## src/rtl/window_linebuffer9x9.sv

```systemverilog
// Raster-stream 9x9 window generator: K-1 line memories feed a KxK shift
// window, flagging each fully in-frame window position for the MAC stage.
module window_linebuffer9x9 #(
    parameter int IMG_W = 28,
    parameter int IMG_H = 28,
    parameter int PIX_W = 7,
    parameter int K     = 9
) (
    input  logic                       clk,
    input  logic                       rst,
    input  logic                       sof,
    input  logic                       pix_valid,
    input  logic [PIX_W-1:0]           pix_in,
    output logic [PIX_W-1:0]           xarray [0:K*K-1],
    output logic                       win_valid,
    output logic [$clog2(IMG_H)-1:0]   win_row,
    output logic [$clog2(IMG_W)-1:0]   win_col,
    output logic                       frame_done
);

    localparam int RW = $clog2(IMG_H);
    localparam int CW = $clog2(IMG_W);

    localparam logic [RW-1:0] ROW_LAST = RW'(IMG_H - 1);
    localparam logic [CW-1:0] COL_LAST = CW'(IMG_W - 1);
    localparam logic [RW-1:0] ROW_K    = RW'(K - 1);
    localparam logic [CW-1:0] COL_K    = CW'(K - 1);

    logic [RW-1:0]    r_row;
    logic [CW-1:0]    r_col;
    logic [RW-1:0]    w_r;
    logic [CW-1:0]    w_c;
    logic             w_hit;
    logic             w_last;

    logic [PIX_W-1:0] w_lbin  [0:K-2];
    logic [PIX_W-1:0] w_lbout [0:K-2];
    logic [PIX_W-1:0] w_colv  [0:K-1];
    logic [PIX_W-1:0] r_win   [0:K*K-1];

    logic             r_wv;
    logic [RW-1:0]    r_wr;
    logic [CW-1:0]    r_wc;
    logic             r_fd;

    // sof overrides the counters so a new frame always starts at (0,0)
    assign w_r    = sof ? '0 : r_row;
    assign w_c    = sof ? '0 : r_col;
    assign w_hit  = (w_r >= ROW_K) && (w_c >= COL_K);
    assign w_last = (w_r == ROW_LAST) && (w_c == COL_LAST);

    always_ff @(posedge clk or posedge rst) begin
        if (rst) begin
            r_row <= '0;
            r_col <= '0;
        end else if (pix_valid) begin
            if (w_c == COL_LAST) begin
                r_col <= '0;
                r_row <= (w_r == ROW_LAST) ? '0 : w_r + RW'(1);
            end else begin
                r_col <= w_c + CW'(1);
                r_row <= w_r;
            end
        end
    end

    assign w_lbin[0] = pix_in;

    genvar gk;
    generate
        for (gk = 0; gk < K - 1; gk++) begin : g_lb
            logic [PIX_W-1:0] r_mem [0:IMG_W-1];

            always_ff @(posedge clk) begin
                if (pix_valid)
                    r_mem[w_c] <= w_lbin[gk];
            end

            assign w_lbout[gk] = r_mem[w_c];

            if (gk > 0) begin : g_chain
                assign w_lbin[gk] = w_lbout[gk-1];
            end

            assign w_colv[gk] = w_lbout[K-2-gk];
        end
    endgenerate

    assign w_colv[K-1] = pix_in;

    always_ff @(posedge clk or posedge rst) begin
        if (rst) begin
            for (int i = 0; i < K * K; i++)
                r_win[i] <= '0;
        end else if (pix_valid) begin
            for (int rr = 0; rr < K; rr++) begin
                for (int cc = 0; cc < K - 1; cc++)
                    r_win[rr*K+cc] <= r_win[rr*K+cc+1];
                r_win[rr*K+K-1] <= w_colv[rr];
            end
        end
    end

    always_ff @(posedge clk or posedge rst) begin
        if (rst) begin
            r_wv <= 1'b0;
            r_wr <= '0;
            r_wc <= '0;
            r_fd <= 1'b0;
        end else begin
            r_wv <= pix_valid && w_hit;
            r_fd <= pix_valid && w_last;
            if (pix_valid && w_hit) begin
                r_wr <= w_r;
                r_wc <= w_c;
            end
        end
    end

    assign xarray     = r_win;
    assign win_valid  = r_wv;
    assign win_row    = r_wr;
    assign win_col    = r_wc;
    assign frame_done = r_fd;

endmodule

```

## config.mk

```make
export PLATFORM = sky130hd
export DESIGN_NAME = window_linebuffer9x9
export DESIGN_NICKNAME = d
export VERILOG_FILES = /design/src/rtl/window_linebuffer9x9.sv
export SDC_FILE = /design/constraint.sdc
export NUM_CORES = 2
export LEC_CHECK = 0
export CORE_ASPECT_RATIO = 0.5
export CORE_MARGIN = 2
export CORE_UTILIZATION = 42
export CTS_BUF_LIST = sky130_fd_sc_hd__clkbuf_16
export CTS_CLUSTER_DIAMETER = 150
export CTS_CLUSTER_SIZE = 40
export DETAILED_ROUTE_END_ITERATION = 8
export SLEW_MARGIN = 30
export SYNTH_ARGS = -nofsm -noshare
export SYNTH_HDL_FRONTEND = slang
export SYNTH_SLANG_ARGS = --single-unit
export TNS_END_PERCENT = 1
```

## constraint.sdc

```tcl
create_clock -name clk -period 22.8 [get_ports clk]
set_input_delay 5.7 -clock clk [delete_from_list [all_inputs] [get_ports clk]]
set_output_delay 5.7 -clock clk [all_outputs]
set_load 0.01 [all_outputs]
```

After elaboration in Yosys (flattened, before gate mapping) --
Memory sizes are Yosys's and may differ from the RTL's. A register that Yosys moved wholly into a read port is not among the register bits. Cells that the tools add are included.
Storage, ports and cells: flip-flop bits (word level) 582, memory bits (writable) 1568, input port bits 11, output and inout port bits 579, logic and storage cells 111, memories 8
Operators by class: add/subtract/negate cells 2, magnitude comparators 2, equality and inequality tests 2, muxes and demuxes 7, reductions and logical operators 4
Memories:
- g_lb[0].r_mem | words 28, width 7, read ports 1, clocked after memory_dff 0, write ports 1, line 72 | logic [PIX_W-1:0] r_mem [0:IMG_W-1];
- g_lb[1].r_mem | words 28, width 7, read ports 1, clocked after memory_dff 0, write ports 1, line 72
- g_lb[2].r_mem | words 28, width 7, read ports 1, clocked after memory_dff 0, write ports 1, line 72
- g_lb[3].r_mem | words 28, width 7, read ports 1, clocked after memory_dff 0, write ports 1, line 72
- g_lb[4].r_mem | words 28, width 7, read ports 1, clocked after memory_dff 0, write ports 1, line 72
- g_lb[5].r_mem | words 28, width 7, read ports 1, clocked after memory_dff 0, write ports 1, line 72
- 2 more memories
Operators with widths (number):
- two-way mux 5 bit | 5
- adder 5 x 1 -> 5 bit (second input constant) | 2
- equality test 5 bit (second input constant) | 2
- >= comparator 5 x 4 -> 1 bit (second input constant) | 2
- logical AND 1 bit | 4
- two-way mux 1 bit | 2

Depth between registers and ports, before layout --
depth in word-level cells 4, gate-level depth with buffers 10, depth with buffers taken out 6

Least setup slack after synthesis --
Ideal clock, no wire load.
kind in2reg, start point in sof, end point mem g_lb[0].r_mem[0][0], enable pin, library setup time 470 ps, arrival 9156 ps, data required time 22330 ps, path slack 13174 ps, stages 9, buffers on the path 4, cells stage by stage buf_4 > nor2b_1 > buf_4 > inv_4 > buf_2 > buf_2 > ha_1 > nand2_1 > nor2_1
Between the ends: word-level cells in the longest chain between the ends 1
Ends and longest elaborated chain:
- from (decl) | line 11 | input logic sof,
- two-way mux 5 bit | line 48 | assign w_c = sof ? '0 : r_col;
- to (decl) | line 72
No other way between the ends.

Worst setup path after layout --
start point in pix_valid, end point mem g_lb[1].r_mem[22][5], enable pin
Between the ends: word-level cells in the longest chain between the ends 2
Ends and longest elaborated chain:
- from (decl) | line 12 | input logic pix_valid,
- two-way mux 1 bit | line 75 | if (pix_valid)
- two-way mux 1 bit (implied by the code) | line 76 | r_mem[w_c] <= w_lbin[gk];
- to (decl) | line 72
No other way between the ends.

==> flow_summary.ini <==
[placed_design]
place_inst = 7902
place_hpwl_microns = 144000
dpl_cell_area_sq_mm = 0.0925
globalplace.congestion = 0.820
numPortBuffers = 589

[drt]
drt-initial-drc-count = 5730
dr.pass1.iters = 6
vias = 46900
via_per_inst = 5.85
wl_per_cell_microns = 29.6
wirelength_microns = 237000
drc = 0
ant_nets = 0

[worst_setup_path]
worstPathRequired_ns = 23.23
cp-end-kind = flop
cp_cell_sequence = buf_8 > buf_4 > nand3_1 > nor2_4 > buf_4 > buf_4
ff2ff_setup_slack_ns = 16.70
worstPathArrival_ns = 9.70
r2r.worst_path.cells = 7
cpMostUsedCell = buf_4
cpPeakStageDelay_ns = 0.83
critPathSlowestCell = nor2_4
path_class = input pin to flop
start_kind = input pin
cp_max_fo = 89

[die]
start_util_pct = 42.3
dieHeight_microns = 319
die-area_sq_mm = 0.202
die_w_microns = 634
io_pins = 590
row_count = 115
core-area_sq_mm = 0.197

[cells_and_area]
layout_common_cells = edfxtp_1 (1568), dfrtp_1 (586), clkdlybuf4s50_1 (585)
seq_area_sq_mm = 0.0618
area_delta_synth_final_pct = 13.2
fin_area_sq_mm = 0.0944
final_common_cell = edfxtp_1
drive_gt1_share_pct = 16.4
fillers = 16500
stdcell_count = 8017
multi_input_area_sq_mm = 0.0203
nNetsFinal = 5348

[clocking]
cts.clk_slew.worst_paths_ns = 0.14
root_buffer = clkbuf_16
numCtsBuffers = 59
post_cts_buffers = 0
clk_latency_ns = 0.80
clock_path_buffers = 3
cts_tree = done
cts_max_level = 2
clock-sinks = 2157
post_cts_resized = 0
holdBufCountCts = 0

[yosys]
synthCells = 4875
ys.flop_type = edfxtp_1
synth_top_area_cell = edfxtp_1
netlist_area_sq_mm = 0.0834
ys_ff_latch = 2157
netlist-cell-type-count = 69
synth.avg_cell_area_sq_um = 17.1
async_flop_share_pct = 27.3
syn_nets = 4888
ys_warn_count = 0
synth.top_cell.area_share_pct = 56.5
yosysSeqAreaShare_pct = 74.2
synth-edff-count = 1568
ys_top_cells_by_area = edfxtp_1 (56%), dfrtp_1 (18%), mux2_2 (7.6%)

[sta]
slew_headroom_pct = 29.6
post-route-min-period_ns = 9.27
max_slew.worst_pin.slew_ns = 1.05
min_period_over_period_pct = 40.6
setup_viol = 0
finClkSkew_ns = 0.0296
final_hold_viol_count = 0
fmaxAchievable_mhz = 108
rsz0062_at_grt = false
final_max_slew_viol_count = 0
fin_setup_tns_ns = 0

[grt]
grt_pass1_wl_microns = 339000
grt_pass1_vias = 45600
grt_util_all_layers_pct = 23.0
grt_antenna_before_repair = 11
overflow = 0
grt_max_degree = 149

[job]
drv_cap = 0

[power_and_ir_drop]
total_power_mw = 9.40
ir_worst_vdd_mv = 0.0853
power.density_mw_per_mm2 = 99.6
p_leak_nw = 32.7

[worst_hold_path]
holdPathStages = 2
hold_class = flop to flop

[run_status]
status = finished clean
area by class of cell:
class	instances	share of cell area, %
clock inverters	47	0.207
inverters	12	0.0689
flip-flops and latches	2157	65.5
well taps	2632	3.49
multi-input cells	2380	21.5
clock buffers	60	1.59
diodes	4	0.0106
repair buffers	725	7.60
cells in the mapped netlist (10+ instances only):
master    count
a211oi_1    104
a21oi_1      71
a221o_1      29
a221oi_1    138
a22o_1       23
a22oi_1      81
a31oi_1      43
a32oi_1      22
and2_1       50
buf_1        11
buf_2       117
buf_4        33
clkbuf_1    157
dfrtp_1     589
edfxtp_1   1568
inv_1        10
mux2_1       20
mux2_2      561
mux2i_1     399
mux4_2       26
nand2_1     238
nand3_1      35
nand4_1      22
nor2_1      121
nor2b_1      55
nor3b_1      40
nor4b_2      19
o211ai_1     88
o21ai_0      83
o22a_1       29
o22ai_1      11
per-stage QoR:
step                      setup slack (ns)  util (%)  hold WS (ns)
after global placement               12.14      46.9         0.461
after detailed placement             12.00      47.0         0.471
after floorplan                      0.617         -         0.487
after CTS                            12.88      47.8         0.503
after global routing                 13.47      47.9         0.530
final                                13.53      47.9         0.498
state kept, by name, indices dropped and copies added, names as in the netlist:
name        flops
xarray        567
frame_done      1
win_valid       1
win_row         5
r_row           5
g_lb.r_mem   1568
r_col           5
win_col         5
per-layer routing:
metal  up-vias  GRT usage [%]  part of all wire, %
met5         -              0                    0
met2      2092           36.0                   46
li1      19800              -                    -
met3       215           3.48                  8.5
met4         0           4.67                  2.1
met1     24800           34.1                   43
report_power, final:
| part | total (mW) | internal, mW | leakage [nW] | switching [mW] |
|---|---|---|---|---|
| sequential | 5.31 | 4.88 | 21.0 | 0.433 |
| clock | 1.62 | 0.489 | 0.989 | 1.13 |
| combinational | 2.47 | 1.21 | 10.7 | 1.26 |
worst paths after layout:
| kind | startpoint | to |
|---|---|---|
| worst max-delay path | pix_valid | g_lb[1].r_mem[22][5]$_DFFE_PP_ |
| worst min-delay path | win_col[1]$_DFFE_PP0P_ | win_col[1]$_DFFE_PP0P_ |
| worst max register to register | r_col[0]$_DFFE_PP0P_ | g_lb[4].r_mem[17][0]$_DFFE_PP_ |
| worst min register to register | win_col[1]$_DFFE_PP0P_ | win_col[1]$_DFFE_PP0P_ |
| max in group asynchronous | rst | r_col[2]$_DFFE_PP0P_ |
| min in group asynchronous | rst | xarray[168]$_DFFE_PP0P_ |
kinds of logic (layout without fill, tap and decap cells):
group / Yosys count / in the layout / share of synthesized area (%)
AO/OA/AOI/OAI: 753 / 753 / 6.69
other: 0 / 4 / 0
multiplexers: 1006 / 1006 / 13.3
AND/OR/NAND/NOR: 618 / 618 / 3.84
adder cells (fa/ha/maj): 2 / 2 / 0.0300
flip-flops: 2157 / 2157 / 74.2
XOR/XNOR: 1 / 1 / 0.0105
buffers and inverters: 338 / 844 / 1.92
critical path, delay by kind of cell:
kind | cells | cell delay [ns]
buf+inv | 4 | 2.25
simple gates | 2 | 1.55
Note: power is estimated with default switching activity, not from simulation.
